File: config.mk
export PLATFORM = sky130hd
export DESIGN_NAME = multicycle_control_unit
export DESIGN_NICKNAME = d
export VERILOG_FILES = /design/src/rtl/multicycle_control_unit.sv
export SDC_FILE = /design/constraint.sdc
export NUM_CORES = 1
export LEC_CHECK = 0
export BUFFER_PORTS_ARGS = -buffer_cell sky130_fd_sc_hd__buf_2
export CAP_MARGIN = 10
export CELL_PAD_IN_SITES_DETAIL_PLACEMENT = 0
export CELL_PAD_IN_SITES_GLOBAL_PLACEMENT = 2
export CORE_MARGIN = 5
export CORE_UTILIZATION = 29
export CTS_BUF_LIST = sky130_fd_sc_hd__clkbuf_16
export DETAILED_ROUTE_END_ITERATION = 8
export PLACE_DENSITY = 0.72
export SLEW_MARGIN = 20
export SYNTH_ARGS = -nofsm -noshare
export SYNTH_HDL_FRONTEND = slang
export SYNTH_SLANG_ARGS = --single-unit
File: constraint.sdc
create_clock -name clk -period 1.7 [get_ports clk]
set_input_delay 0 -clock clk [delete_from_list [all_inputs] [get_ports clk]]
set_output_delay 0 -clock clk [all_outputs]
set_load 0.05 [all_outputs]
File: src/rtl/multicycle_control_unit.sv
// Multi-cycle FETCH/DECODE/EXECUTE/WRITEBACK sequencer for the RV32I R-type datapath.
// Fetches over a req/ack handshake with a bounded wait, traps on bad encodings or bus timeout.
module multicycle_control_unit #(
    parameter int FETCH_TIMEOUT = 16,
    parameter int RETIRE_W      = 32
) (
    input  logic                clk,
    input  logic                reset,
    input  logic                run,
    output logic                imemReq,
    input  logic                imemAck,
    input  logic [31:0]         imemData,
    output logic [31:0]         instrCode,
    output logic [3:0]          aluControl,
    output logic                regFileWe,
    output logic                pcEn,
    output logic                aluLatchEn,
    output logic                busy,
    output logic                illegalInstr,
    output logic                busError,
    output logic [RETIRE_W-1:0] retireCount
);

    localparam int CW = $clog2(FETCH_TIMEOUT) + 1;
    localparam logic [CW-1:0] TMAX = CW'(FETCH_TIMEOUT - 1);

    typedef enum logic [2:0] {
        S_IDLE,
        S_FETCH,
        S_DECODE,
        S_EXECUTE,
        S_WRITEBACK,
        S_TRAP
    } state_t;

    state_t              r_state;
    logic [CW-1:0]       r_tcnt;
    logic [31:0]         r_instr;
    logic [3:0]          r_alu;
    logic                r_ill;
    logic                r_berr;
    logic [RETIRE_W-1:0] r_retire;

    logic [6:0] w_opc;
    logic [2:0] w_f3;
    logic [6:0] w_f7;
    logic       w_alt;
    logic       w_legal;
    logic [3:0] w_alu_op;

    assign w_opc = r_instr[6:0];
    assign w_f3  = r_instr[14:12];
    assign w_f7  = r_instr[31:25];
    assign w_alt = (w_f7 == 7'b0100000);

    // The alternate funct7 only exists for SUB and SRA.
    assign w_legal = (w_opc == 7'b0110011) &&
                     ((w_f7 == 7'b0000000) ||
                      (w_alt && (w_f3 == 3'b000 || w_f3 == 3'b101)));

    always_comb begin
        w_alu_op = 4'b0000;
        case (w_f3)
            3'b000:  w_alu_op = w_alt ? 4'b0001 : 4'b0000;
            3'b001:  w_alu_op = 4'b0010;
            3'b101:  w_alu_op = w_alt ? 4'b0100 : 4'b0011;
            3'b010:  w_alu_op = 4'b0101;
            3'b011:  w_alu_op = 4'b0110;
            3'b100:  w_alu_op = 4'b0111;
            3'b110:  w_alu_op = 4'b1000;
            3'b111:  w_alu_op = 4'b1001;
            default: w_alu_op = 4'b0000;
        endcase
    end

    always_ff @(posedge clk or negedge reset) begin
        if (!reset) begin
            r_state  <= S_IDLE;
            r_tcnt   <= '0;
            r_instr  <= '0;
            r_alu    <= 4'b0000;
            r_ill    <= 1'b0;
            r_berr   <= 1'b0;
            r_retire <= '0;
        end else begin
            case (r_state)
                S_IDLE: begin
                    if (run) begin
                        r_tcnt  <= '0;
                        r_state <= S_FETCH;
                    end
                end
                S_FETCH: begin
                    if (imemAck) begin
                        r_instr <= imemData;
                        r_tcnt  <= '0;
                        r_state <= S_DECODE;
                    end else if (r_tcnt == TMAX) begin
                        r_berr  <= 1'b1;
                        r_tcnt  <= '0;
                        r_state <= S_TRAP;
                    end else begin
                        r_tcnt <= r_tcnt + 1'b1;
                    end
                end
                S_DECODE: begin
                    if (w_legal) begin
                        r_alu   <= w_alu_op;
                        r_state <= S_EXECUTE;
                    end else begin
                        r_ill   <= 1'b1;
                        r_state <= S_TRAP;
                    end
                end
                S_EXECUTE: r_state <= S_WRITEBACK;
                S_WRITEBACK: begin
                    r_retire <= r_retire + 1'b1;
                    r_state  <= run ? S_FETCH : S_IDLE;
                end
                S_TRAP:  r_state <= S_TRAP;
                default: r_state <= S_IDLE;
            endcase
        end
    end

    assign imemReq      = (r_state == S_FETCH);
    assign aluLatchEn   = (r_state == S_EXECUTE);
    assign pcEn         = (r_state == S_WRITEBACK);
    assign regFileWe    = (r_state == S_WRITEBACK) && (r_instr[11:7] != 5'd0);
    assign busy         = (r_state == S_FETCH) || (r_state == S_DECODE) ||
                          (r_state == S_EXECUTE) || (r_state == S_WRITEBACK);
    assign instrCode    = r_instr;
    assign aluControl   = r_alu;
    assign illegalInstr = r_ill;
    assign busError     = r_berr;
    assign retireCount  = r_retire;

endmodule

==> metrics.log, run 1 <==
[metrics] result of the run: complete, no violations
[metrics] worst ir drop on vdd: between 1.5 and 2 mV
[metrics] Power per Cell Area: roughly 1600 nW/um^2
[metrics] drt via density: roughly 4.6
[metrics] clock slew at the register clock pins of the worst setup and hold paths: approximately 60 ps
[metrics] number of enable flip-flop cells after synthesis: 0
[metrics] count of max-cap constraint violations: 0
[metrics] number of cell instances on the worst register-to-register path: 5
[metrics] sinks on the clock net: roughly 80
[metrics] capturing element type of the critical path: flip-flop
[metrics] CP Launch Type: flip-flop
[metrics] average routed wire per standard cell: approximately 15 um
[metrics] Pins Over Slew Limit: 0
[metrics] Post-Synthesis Mean Instance Area: roughly 12 um^2
[metrics] CTS tree: yes
[metrics] Max clock buf depth: 2
[metrics] critical path start-end classification: flip-flop to flip-flop
[metrics] most instantiated flip-flop cell in the synthesis netlist: dfrtp_1
[metrics] ratio of final minimum period to clock period: between 90 and 100%
[metrics] CTS HTree Levels: 3
[metrics] sequential fraction of the synthesis area: 55.6%
[metrics] post-detailed-route count of antenna-violating nets: 0
[metrics] vias in the first global route: a little over 3,000
[metrics] unrepaired setup endpoints after global routing: true
[metrics] largest cells by area after synthesis: dfrtp_1 56%, mux2_2 11%, xor2_1 5.7%
[metrics] non-filler instance count after layout: between 600 and 700
[metrics] number of placed instances with taps included: about 570
[metrics] number of buffers added by the clock tree synthesis step: 9
[metrics] Layout Skew: 8.30 ps
[metrics] post-synth cell types: 44
[metrics] vertical extent of the die: ~120 um
[metrics] required time of the worst setup path: a little under 2000 ps
[metrics] clock latency reported for the late side of the worst-skew pair: 340 ps
[metrics] initial cell density of the core: ~29%
[metrics] Area after DPL: about 4700 um^2
[metrics] Commonest cells post-synth: 78 x dfrtp_1, 35 x mux2_2, 23 x xor2_1
[metrics] residual DRC count: 0
[metrics] global-route usage over all layers: a little over an eighth
[metrics] most instantiated library cell after synthesis: dfrtp_1
[metrics] Overflow after GRT: 0
[metrics] die area: 14,400 um^2
[metrics] Worst slew margin: around two thirds
[metrics] routed wire length: roughly 9400 um
[metrics] Worst Hold Slack: between 60 and 70 ps
[metrics] x dimension of the die: ~120 um
[metrics] initial antenna violation count: 0
[metrics] wire length of the first global-routing pass: 15,400 um
[metrics] top-level port count: between 100 and 150
[metrics] half-perimeter wire length of the detailed placement result: 6810 um
[metrics] async set-reset flop share out of synthesis: 100%
[metrics] count of endpoints failing setup in the final report: 0
[metrics] Pleak: between 2 and 3 nW
[metrics] overall via count from detail_route: 2,869
[metrics] final net count: between 500 and 600
[metrics] first-pass iteration count of the detailed router: 4
[metrics] Synth area leader: dfrtp_1
[metrics] Cell Rows: 40
[metrics] Highest Clock Rate: 590 MHz
[metrics] Hold Path Class: input port to flip-flop
[metrics] layout cells sized above 1: 52.2%
[metrics] Post-Layout Inst Area: between 5000 and 6000 um^2
[metrics] Final Critical Period: ~1700 ps
[metrics] root buf cell: clkbuf_16
[metrics] Port Buf Inserts: 110
[metrics] total count of hold-check failures in the final report: 0
[metrics] Worst Hold Depth: 4
[metrics] Yosys Warn Count: 0
[metrics] layout overhead on the synthesized area: 54.8%
[metrics] area of the placeable core: ~12,000 um^2
[metrics] final weighted congestion in routability-driven placement: approximately 0.73
[metrics] Setup Total Neg Slack: 0 ps
[metrics] largest net degree at the start of global routing: 46
[metrics] number of instances in the synthesized netlist: approximately 290
[metrics] fraction of post-synthesis cell area in the top cell type by area: around 56%
[metrics] number of antenna diodes: 0
[metrics] worst endpoint data arrival time: about 2000 ps
[metrics] netlist area before placement: between 3000 and 4000 um^2
[metrics] crit-path max FO: 5
[metrics] number of nets in the synthesized netlist: ~330
[metrics] flip-flop and latch count after synthesis: just under 80
[metrics] slew of the pin with the lowest slew margin: ~520 ps
[metrics] first-iteration detailed-routing DRC count: 97
cell type report:
class | instances | area [um^2]
Inverter | 9 | 33.8
Multi-Input combinational cell | 189 | 1700
Clock inverter | 7 | 26.3
Sequential cell | 78 | 1980
Clock buffer | 9 | 225
Fill cell | 1128 | 6530
Tap cell | 147 | 184
Timing Repair Buffer | 187 | 1290
repair_timing:
| item | CTS | global route |
|---|---|---|
| endpoints found under the setup margin | 5 | 27 |
| pin swaps | 0 | 17 |
| hold endpoints to repair | 65 | 0 |
| buffers inserted | 0 | 7 |
| gates cloned | 0 | 1 |
| hold buffers | 33 | 0 |
| gates resized for setup | 3 | 18 |
routing by layer:
metal / routed length [um] / track usage [%] / up-vias
met4: 187 / 6.87 / 0
met1: 4060 / 16.3 / 1382
li1: - / - / 1394
met2: 4530 / 21.5 / 80
met3: 639 / 4.52 / 13
met5: 0 / 0 / -
metrics by stage:
stage	setup slack (ps)	utilization (%)	total power, mW
after floorplan	-227	-	5.84
after global placement	29.2	39.0	6.88
after detailed placement	1.27	39.0	6.93
after CTS	3.03	44.0	8.70
after global routing	-104	45.4	9.14
final	6.05	45.4	8.66
logic make-up after synthesis:
| family | count (synthesis) | share of synthesized area [%] |
|---|---|---|
| AND/OR/NAND/NOR | 95 | 16.8 |
| adder cells (fa/ha/maj) | 2 | 0.713 |
| flip-flops | 78 | 55.6 |
| AO/OA/AOI/OAI | 23 | 4.13 |
| XOR/XNOR | 33 | 8.23 |
| buffers and inverters | 20 | 3.03 |
| multiplexers | 36 | 11.5 |
worst paths after layout:
kind / startpoint / endpoint / slack (ps)
max reg2reg: retireCount[9]$_DFFE_PN0P_ / retireCount[31]$_DFFE_PN0P_ / 6
min reg2reg: illegalInstr$_DFFE_PN0P_ / illegalInstr$_DFFE_PN0P_ / 470
max: retireCount[9]$_DFFE_PN0P_ / retireCount[31]$_DFFE_PN0P_ / 6
min in group asynchronous: reset / retireCount[13]$_DFFE_PN0P_ / 170
max in group asynchronous: reset / instrCode[14]$_DFFE_PN0P_ / 900
min: run / r_state[0]$_DFFE_PN0P_ / 60
layout by cell type, fill, tap and decap left out, drive strengths merged, types with 11 or more instances in the layout:
cell type    netlist  routed
buf                8     153
dfrtp             78      78
dlygate4sd3        0      33
inv                9      12
mux2              35      35
nand2             17      17
nor2              11      11
nor3              13      13
o21ai             11      11
xor2              23      23
worst max-delay path, stage by stage, from the launching register on:
cell,delay (ps)
dfrtp_2,380
nand4_1,110
or4_4,600
clkbuf_16,200
nor4_4,160
xor2_1,170
power breakdown:
| part | switching (mW) | leakage (nW) | internal [mW] | total [mW] |
|---|---|---|---|---|
| Sequential | 0.479 | 0.977 | 2.40 | 2.88 |
| Combinational | 2.78 | 1.74 | 1.35 | 4.13 |
| Clock | 0.703 | 0.133 | 0.951 | 1.65 |
state kept, by name, indices dropped and copies added (netlist names):
name / count
aluControl: 4
busError: 1
illegalInstr: 1
instrCode: 32
r_state: 3
r_tcnt: 5
retireCount: 32
Note: power is estimated with default switching activity, not from simulation.
==> run 2: changes to the inputs <==
- ABC_AREA: unset -> 1
- CORE_UTILIZATION: 29 -> 27
==> run 2 against run 1 <==
Count of clock-buffer cells in the layout did not move; clock skew fell by 1.2 ps; sequential share of layout area fell by 1.2 points; combinational power is 5% higher; sequential power hardly changed; sequential cell count unchanged; global-route usage is 0.45 points higher; routed wire length rose by 26%; critical path type unchanged; critical endpoint is now instrCode[19]$_DFFE_PN0P_.
==> metrics.log, run 2 <==
[metrics] result of the run: complete, no violations
[metrics] area of the placeable core: 14,600 um^2 (+22%)
[metrics] layout cells sized above 1: 30.1% (-22 points)
[metrics] number of buffers added by the clock tree synthesis step: 9 (unchanged)
[metrics] sinks on the clock net: 78 (unchanged)
[metrics] number of placed instances with taps included: 774 (+36%)
[metrics] half-perimeter wire length of the detailed placement result: 8970 um (+32%)
[metrics] most instantiated flip-flop cell in the synthesis netlist: dfrtp_1
[metrics] initial cell density of the core: 27.7% (-1.7 points)
[metrics] most frequent standard cell in the layout excluding fill and tap cells: nand2_1
[metrics] async set-reset flop share out of synthesis: 100% (unchanged)
[metrics] number of instances in the synthesized netlist: 475 (+66%)
[metrics] final weighted congestion in routability-driven placement: 0.812 (+12%)
[metrics] critical path start-end classification: flip-flop to flip-flop
[metrics] Synth area leader: dfrtp_1
[metrics] layout overhead on the synthesized area: 37.8%
[metrics] Buffers & Inverters on Critical Path: 3 (+2)
[metrics] Commonest cells post-synth: 165 x nand2_1, 78 x dfrtp_1, 62 x nor2_1
[metrics] top library cells by usage in the layout, fill and taps aside: 165 x nand2_1, 107 x buf_2, 74 x dfrtp_1
[metrics] global-route usage over all layers: 14.0% (+0.45 points)
[metrics] worst endpoint data arrival time: 1850 ps (-110 ps)
[metrics] first-iteration detailed-routing DRC count: 102 (+5.2%)
[metrics] Setup Total Neg Slack: 0 ps (unchanged)
[metrics] overall via count from detail_route: 3,623 (+26%)
[metrics] final net count: 674 (+32%)
[metrics] largest stage delay on the critical path: 420 ps (-180 ps)
[metrics] Worst slew margin: 64.6% (-0.32 points)
[metrics] vias in the first global route: 3,838 (+24%)
[metrics] post-detailed-route count of antenna-violating nets: 0 (unchanged)
[metrics] most instantiated library cell after synthesis: nand2_1
[metrics] fill cell count: 1,472 (+30%)
[metrics] Overflow after GRT: 0 (unchanged)
[metrics] Max clock buf depth: 2 (unchanged)
[metrics] vertical extent of the die: 132 um (+10%)
[metrics] dominant delay contributor by cell family on the critical path: buffers and inverters
[metrics] Highest Clock Rate: 614 MHz (+4.0%)
[metrics] Cell Rows: 44 (+10%)
[metrics] clock latency reported for the late side of the worst-skew pair: 340 ps (about the same)
[metrics] average routed wire per standard cell: 14.4 um (-4.4%)
[metrics] Post-Synthesis Mean Instance Area: 8.51 um^2 (-30%)
[metrics] number of nets in the synthesized netlist: 513 (+58%)
[metrics] crit-path max FO: 14 (+9)
[metrics] first-pass iteration count of the detailed router: 4 (unchanged)
[metrics] largest cells by area after synthesis: dfrtp_1 48%, nand2_1 15%, mux2_4 8.5%
[metrics] Power per Cell Area: 1610 nW/um^2 (+0.94%)
[metrics] die area: 17,500 um^2 (+22%)
[metrics] flip-flop and latch count after synthesis: 78 (unchanged)
[metrics] number of enable flip-flop cells after synthesis: 0 (unchanged)
[metrics] largest net degree at the start of global routing: 43 (-6.5%)
[metrics] CTS HTree Levels: 3 (unchanged)
[metrics] CP Launch Type: flip-flop
[metrics] fraction of post-synthesis cell area in the top cell type by area: 48.3% (-7.3 points)
[metrics] count of endpoints failing setup in the final report: 0 (unchanged)
[metrics] non-filler instance count after layout: 825 (+32%)
[metrics] routed wire length: 11,900 um (+26%)
[metrics] worst ir drop on vdd: 1.24 mV (-21%)
[metrics] Yosys Warn Count: 0 (unchanged)
[metrics] sequential fraction of the synthesis area: 48.3% (-7.3 points)
[metrics] CTS tree: yes
[metrics] x dimension of the die: 132 um (+10%)
[metrics] required time of the worst setup path: 1920 ps (-40 ps)
[metrics] post-layout utilization of the core: 38.2% (-7.3 points)
[metrics] root buf cell: clkbuf_16
[metrics] Layout Skew: 7.07 ps (-1.23 ps)
[metrics] capturing element type of the critical path: flip-flop
[metrics] drt via density: 4.39 (-4.2%)
[metrics] standard cell with the maximum stage delay on the critical path: dfrtp_1
[metrics] slew of the pin with the lowest slew margin: 532 ps (+10.3 ps)
[metrics] count of max-cap constraint violations: 0 (unchanged)
[metrics] post-synth cell types: 31 (-30%)
[metrics] initial antenna violation count: 0 (unchanged)
[metrics] Pleak: 2.82 nW (-1.0%)
[metrics] top-level port count: 111 (unchanged)
[metrics] Port Buf Inserts: 110 (unchanged)
[metrics] ratio of final minimum period to clock period: 95.8% (-3.8 points)
[metrics] Hold Path Class: input port to flip-flop
[metrics] Pins Over Slew Limit: 0 (unchanged)
[metrics] residual DRC count: 0 (unchanged)
[metrics] number of antenna diodes: 0 (unchanged)
[metrics] netlist area before placement: 4040 um^2 (+15%)
[metrics] Final Critical Period: 1630 ps (-65.1 ps)
[metrics] clock slew at the register clock pins of the worst setup and hold paths: 60 ps (about the same)
[metrics] wire length of the first global-routing pass: 19,800 um (+28%)
[metrics] CP Cell Sequence: buf_4 > nor2_4 > nand2_2 > inv_2 > nand2_8 > buf_12 > mux2_4
[metrics] total count of hold-check failures in the final report: 0 (unchanged)
[run 2: cell count changes after synthesis, sizes merged, moves of 6 or more]
cell    delta
a21oi      +6
and3       -6
inv       +30
mux2       -6
nand2    +151
nand3     +16
nand3b     +7
nor2      +60
nor3      -10
nor4       -9
xor2      -13
[run 2: layout make-up]
type / count / area (um^2) / share of cell area [%]
Timing Repair Buffer: 156 / 1030 / 18.4
Clock inverter: 7 / 41.3 / 0.741
Inverter: 39 / 146 / 2.63
Sequential cell: 78 / 1960 / 35.1
Multi-Input combinational cell: 352 / 1940 / 34.9
Tap cell: 184 / 230 / 4.13
Clock buffer: 9 / 225 / 4.04
[run 2: final timing paths]
path,startpoint,endpoint,slack [ps],cells after the start
hold / removal,run,r_state[2]$_DFFE_PN0P_,30,3
setup / recovery,r_state[1]$_DFFE_PN0P_,instrCode[19]$_DFFE_PN0P_,70,7
setup reg to reg,r_state[1]$_DFFE_PN0P_,instrCode[19]$_DFFE_PN0P_,70,7
hold reg to reg,busError$_DFFE_PN0P_,busError$_DFFE_PN0P_,450,1
min in group asynchronous,reset,retireCount[21]$_DFFE_PN0P_,170,2
max in group asynchronous,reset,instrCode[30]$_DFFE_PN0P_,920,3
[run 2: report_power, final]
part | internal (mW) | switching (mW) | total (mW) | leakage (nW)
Clock | 0.974 | 0.767 | 1.74 | 0.125
Combinational | 1.40 | 2.93 | 4.33 | 1.70
Sequential | 2.37 | 0.510 | 2.88 | 0.997
Total | 4.75 | 4.21 | 8.96 | 2.82
[run 2: tightest hold or removal path: stages]
cell     delay (ps)
buf_2            90
o21ai_0         110
a21oi_1         120
[run 2: logic make-up (layout without fill, tap and decap cells)]
logic type	after synthesis	after routing	synth area share [%]
xor+xnor	16	16	3.47
flops	78	78	48.3
mux	29	29	10.2
simple gates	280	280	29.2
compound gates	25	25	3.44
buf+inv	45	211	4.77
fa+ha+maj	2	2	0.619
[run 2: per-stage QoR]
step	instance area, um^2	setup WS, ps	total power, mW	hold WS [ps]
finish	5570	71.1	8.96	27.2
global route	5570	-0.236	9.48	69.7
CTS	5510	14.4	9.03	16.2
detailed placement	4890	86.1	7.13	17.9
global placement	4890	96.9	7.09	10.7
floorplan	4040	15.4	5.99	-296
[run 2: repair_timing]
action,CTS,global route
cloned,0,0
hold endpoints to repair,68,0
pin swaps,0,1
resized for setup,6,13
endpoints found under the setup margin,2,23
setup buffers,1,1
hold buffers,33,0
[run 2: routing by layer]
layer,global-route usage [%],vias up,part of all wire (%)
met1,18.6,1670,47
met2,21.8,96,45
met3,3.59,13,6.0
li1,-,1844,-
met5,0,-,0
met4,5.49,0,2.1
==> run 3: changes to the inputs <==
- GPL_TIMING_DRIVEN: unset -> 0
==> run 3 against run 2 <==
Die area is the same; first-iteration DRC count grew 20%; final cell count grew 0.24%; clock power is essentially flat; global-route usage shrank 0.40 points; critical endpoint is now retireCount[13]$_DFFE_PN0P_; sequential power is essentially flat; register-to-register slack gained 30 ps; setup slack gained 33 ps; clock skew grew 2.4 ps.
==> metrics.log, run 3 (synthesis gave the netlist of run 2 again) <==
[metrics] drt via density: 4.37 (-0.49%)
[metrics] critical path start-end classification: flip-flop to flip-flop
[metrics] Post-Layout Inst Area: 5560 um^2 (-0.13%)
[metrics] die area: 17,500 um^2 (unchanged)
[metrics] unrepaired setup endpoints after global routing: false
[metrics] sinks on the clock net: 78 (unchanged)
[metrics] Crit Reg-Reg Startpoint: r_state[0]$_DFFE_PN0P_
[metrics] number of buffers added by the clock tree synthesis step: 9 (unchanged)
[metrics] residual DRC count: 0 (unchanged)
[metrics] wire length of the first global-routing pass: 19,200 um (-3.0%)
[metrics] non-filler instance count after layout: 827 (+0.24%)
[metrics] half-perimeter wire length of the detailed placement result: 8760 um (-2.4%)
[metrics] result of the run: complete, no violations
[metrics] part of the total power dissipated in the clock network: 19.2% (-0.2 points)
[metrics] overall via count from detail_route: 3,614 (-0.25%)
[metrics] Area after DPL: 4850 um^2 (-0.69%)
[metrics] Cell Rows: 44 (unchanged)
[metrics] Final Critical Period: 1600 ps (-33.0 ps)
[metrics] CTS tree: yes
[metrics] top-level port count: 111 (unchanged)
[metrics] fill cell count: 1,488 (+1.1%)
[metrics] worst endpoint data arrival time: 1820 ps (-30 ps)
[metrics] count of endpoints failing setup in the final report: 0 (unchanged)
[metrics] first-iteration detailed-routing DRC count: 122 (+20%)
[metrics] internal power of the cells: 4.74 mW (-0.17%)
[metrics] min setup slack post-route: 104 ps (+33.0 ps)
[metrics] Power per Cell Area: 1600 nW/um^2 (-0.49%)
[metrics] number of antenna diodes: 0 (unchanged)
[metrics] clock latency reported for the late side of the worst-skew pair: 340 ps (about the same)
[metrics] Worst Min Path Start: run
[metrics] Hold Path Class: input port to flip-flop
[metrics] first-pass iteration count of the detailed router: 4 (unchanged)
[metrics] Worst slew margin: 66.3% (+1.7 points)
[metrics] clock slew at the register clock pins of the worst setup and hold paths: 60 ps (about the same)
[metrics] count of max-cap constraint violations: 0 (unchanged)
[metrics] total net switching power: 4.16 mW (-1.1%)
[metrics] Worst Hold Depth: 3 (unchanged)
[metrics] vias in the first global route: 3,715 (-3.2%)
[metrics] most frequent standard cell in the layout excluding fill and tap cells: nand2_1
[metrics] number of placed instances with taps included: 770 (-0.52%)
[metrics] final weighted congestion in routability-driven placement: 0.770 (-5.2%)
[metrics] critical register-to-register path endpoint: retireCount[13]$_DFFE_PN0P_
[metrics] root buf cell: clkbuf_16
[metrics] Port Buf Inserts: 110 (unchanged)
[metrics] largest net degree at the start of global routing: 45 (+4.7%)
[metrics] final net count: 676 (+0.30%)
[metrics] x dimension of the die: 132 um (unchanged)
[metrics] crit-path max FO: 7 (-7)
[metrics] top library cells by usage in the layout, fill and taps aside: 165 x nand2_1, 107 x buf_2, 73 x dfrtp_1
[metrics] Setup Total Neg Slack: 0 ps (unchanged)
[metrics] CP Launch Type: flip-flop
[metrics] global-route usage over all layers: 13.6% (-0.40 points)
[metrics] Pins Over Slew Limit: 0 (unchanged)
[metrics] pre-CTS setup slack: -32.8 ps (-119 ps)
[metrics] area of the placeable core: 14,600 um^2 (unchanged)
[metrics] routed wire length: 11,600 um (-2.4%)
[metrics] combinational fraction of design power: 48.6% (+0.2 points)
[metrics] Worst Hold Slack: 43.8 ps (+16.6 ps)
[metrics] Highest Clock Rate: 627 MHz (+2.1%)
[metrics] ratio of final minimum period to clock period: 93.9% (-1.9 points)
[metrics] fraction of power spent switching nets: 46.7% (-0.24 points)
[metrics] average routed wire per standard cell: 14.0 um (-2.7%)
[metrics] area occupied by registers: 1960 um^2 (about the same)
[metrics] post-detailed-route count of antenna-violating nets: 0 (unchanged)
[metrics] vertical extent of the die: 132 um (unchanged)
[metrics] WHS Endpoint: r_state[2]$_DFFE_PN0P_
[metrics] required time of the worst setup path: 1920 ps (about the same)
[metrics] layout cells sized above 1: 29.7% (-0.40 points)
[metrics] Worst R2R Setup Slack: 100 ps (+30 ps)
[metrics] number of cell instances on the worst register-to-register path: 6 (-1)
[metrics] initial cell density of the core: 27.7% (unchanged)
[metrics] initial antenna violation count: 0 (unchanged)
[metrics] sequential fraction of design power: 32.2% (about the same)
[metrics] slew of the pin with the lowest slew margin: 506 ps (-25.5 ps)
[metrics] layout overhead on the synthesized area: 37.7%
[metrics] Layout Skew: 9.46 ps (+2.39 ps)
[metrics] Max clock buf depth: 2 (unchanged)
[metrics] capturing element type of the critical path: flip-flop
[metrics] Pleak: 2.83 nW (+0.36%)
[metrics] CTS HTree Levels: 3 (unchanged)
[metrics] worst ir drop on vdd: 1.54 mV (+24%)
[metrics] total count of hold-check failures in the final report: 0 (unchanged)
[metrics] Overflow after GRT: 0 (unchanged)
[metrics] footprint of the multi-input gates: 1930 um^2 (-0.52%)
run 3: metal layers:
metal	GRT usage, %	vias up	share of wire, %
li1	-	1832	-
met1	17.9	1671	47
met2	21.0	97	44
met3	3.93	14	6.5
met4	5.32	0	2.0
met5	0	-	0
run 3: worst max-delay path by stage:
| stage | from | to | slack [ps] | cells after the start |
|---|---|---|---|---|
| after floorplan | retireCount[1]$_DFFE_PN0P_ | retireCount[16]$_DFFE_PN0P_ | 20 | 7 |
| after global placement | reset | retireCount[2]$_DFFE_PN0P_ | -210 | 1 |
| after detailed placement | r_state[1]$_DFFE_PN0P_ | retireCount[21]$_DFFE_PN0P_ | -30 | 6 |
| after CTS | r_state[0]$_DFFE_PN0P_ | retireCount[21]$_DFFE_PN0P_ | 5 | 6 |
| after global routing | r_state[0]$_DFFE_PN0P_ | retireCount[17]$_DFFE_PN0P_ | 2 | 8 |
| final | r_state[0]$_DFFE_PN0P_ | retireCount[13]$_DFFE_PN0P_ | 100 | 6 |
run 3: worst max-delay path, stage by stage (launching register included):
cell and delay (ps):
dfrtp_2 450, nor2_4 140, nand2_4 110, nor2_4 170, nand4_1 270, buf_4 240
xnor2_1 110
run 3: layout make-up:
type / instances / area share [%]
tap: 184 / 4.14
multi-input combinational: 352 / 34.8
buffer: 6 / 1.01
sequential: 78 / 35.2
inverter: 39 / 2.63
clock inverter: 7 / 0.585
timing repair buffer: 152 / 17.6
clock buffer: 9 / 4.05
run 3: power groups by stage:
stage / logic, mW / registers (mW) / clock network [mW]
global placement: 4.15 / 2.86 / 0
detailed placement: 4.18 / 2.87 / 0
floorplan: 1.65 / 4.35 / 0
global route: 4.62 / 2.96 / 1.85
CTS: 4.31 / 2.86 / 1.80
finish: 4.33 / 2.87 / 1.71
run 3: metrics by stage:
| step | utilization, % | total power, mW |
|---|---|---|
| floorplan | - | 5.99 |
| global placement | 33.1 | 7.01 |
| detailed placement | 33.3 | 7.05 |
| CTS | 37.6 | 8.97 |
| global route | 38.1 | 9.43 |
| finish | 38.1 | 8.90 |
run 3: timing repair:
item,4_1_cts,5_1_grt
pin swaps,1,4
setup buffers,1,7
gates resized for setup,10,9
hold endpoints to repair,66,0
hold buffers,33,0
endpoints found under the setup margin,8,16
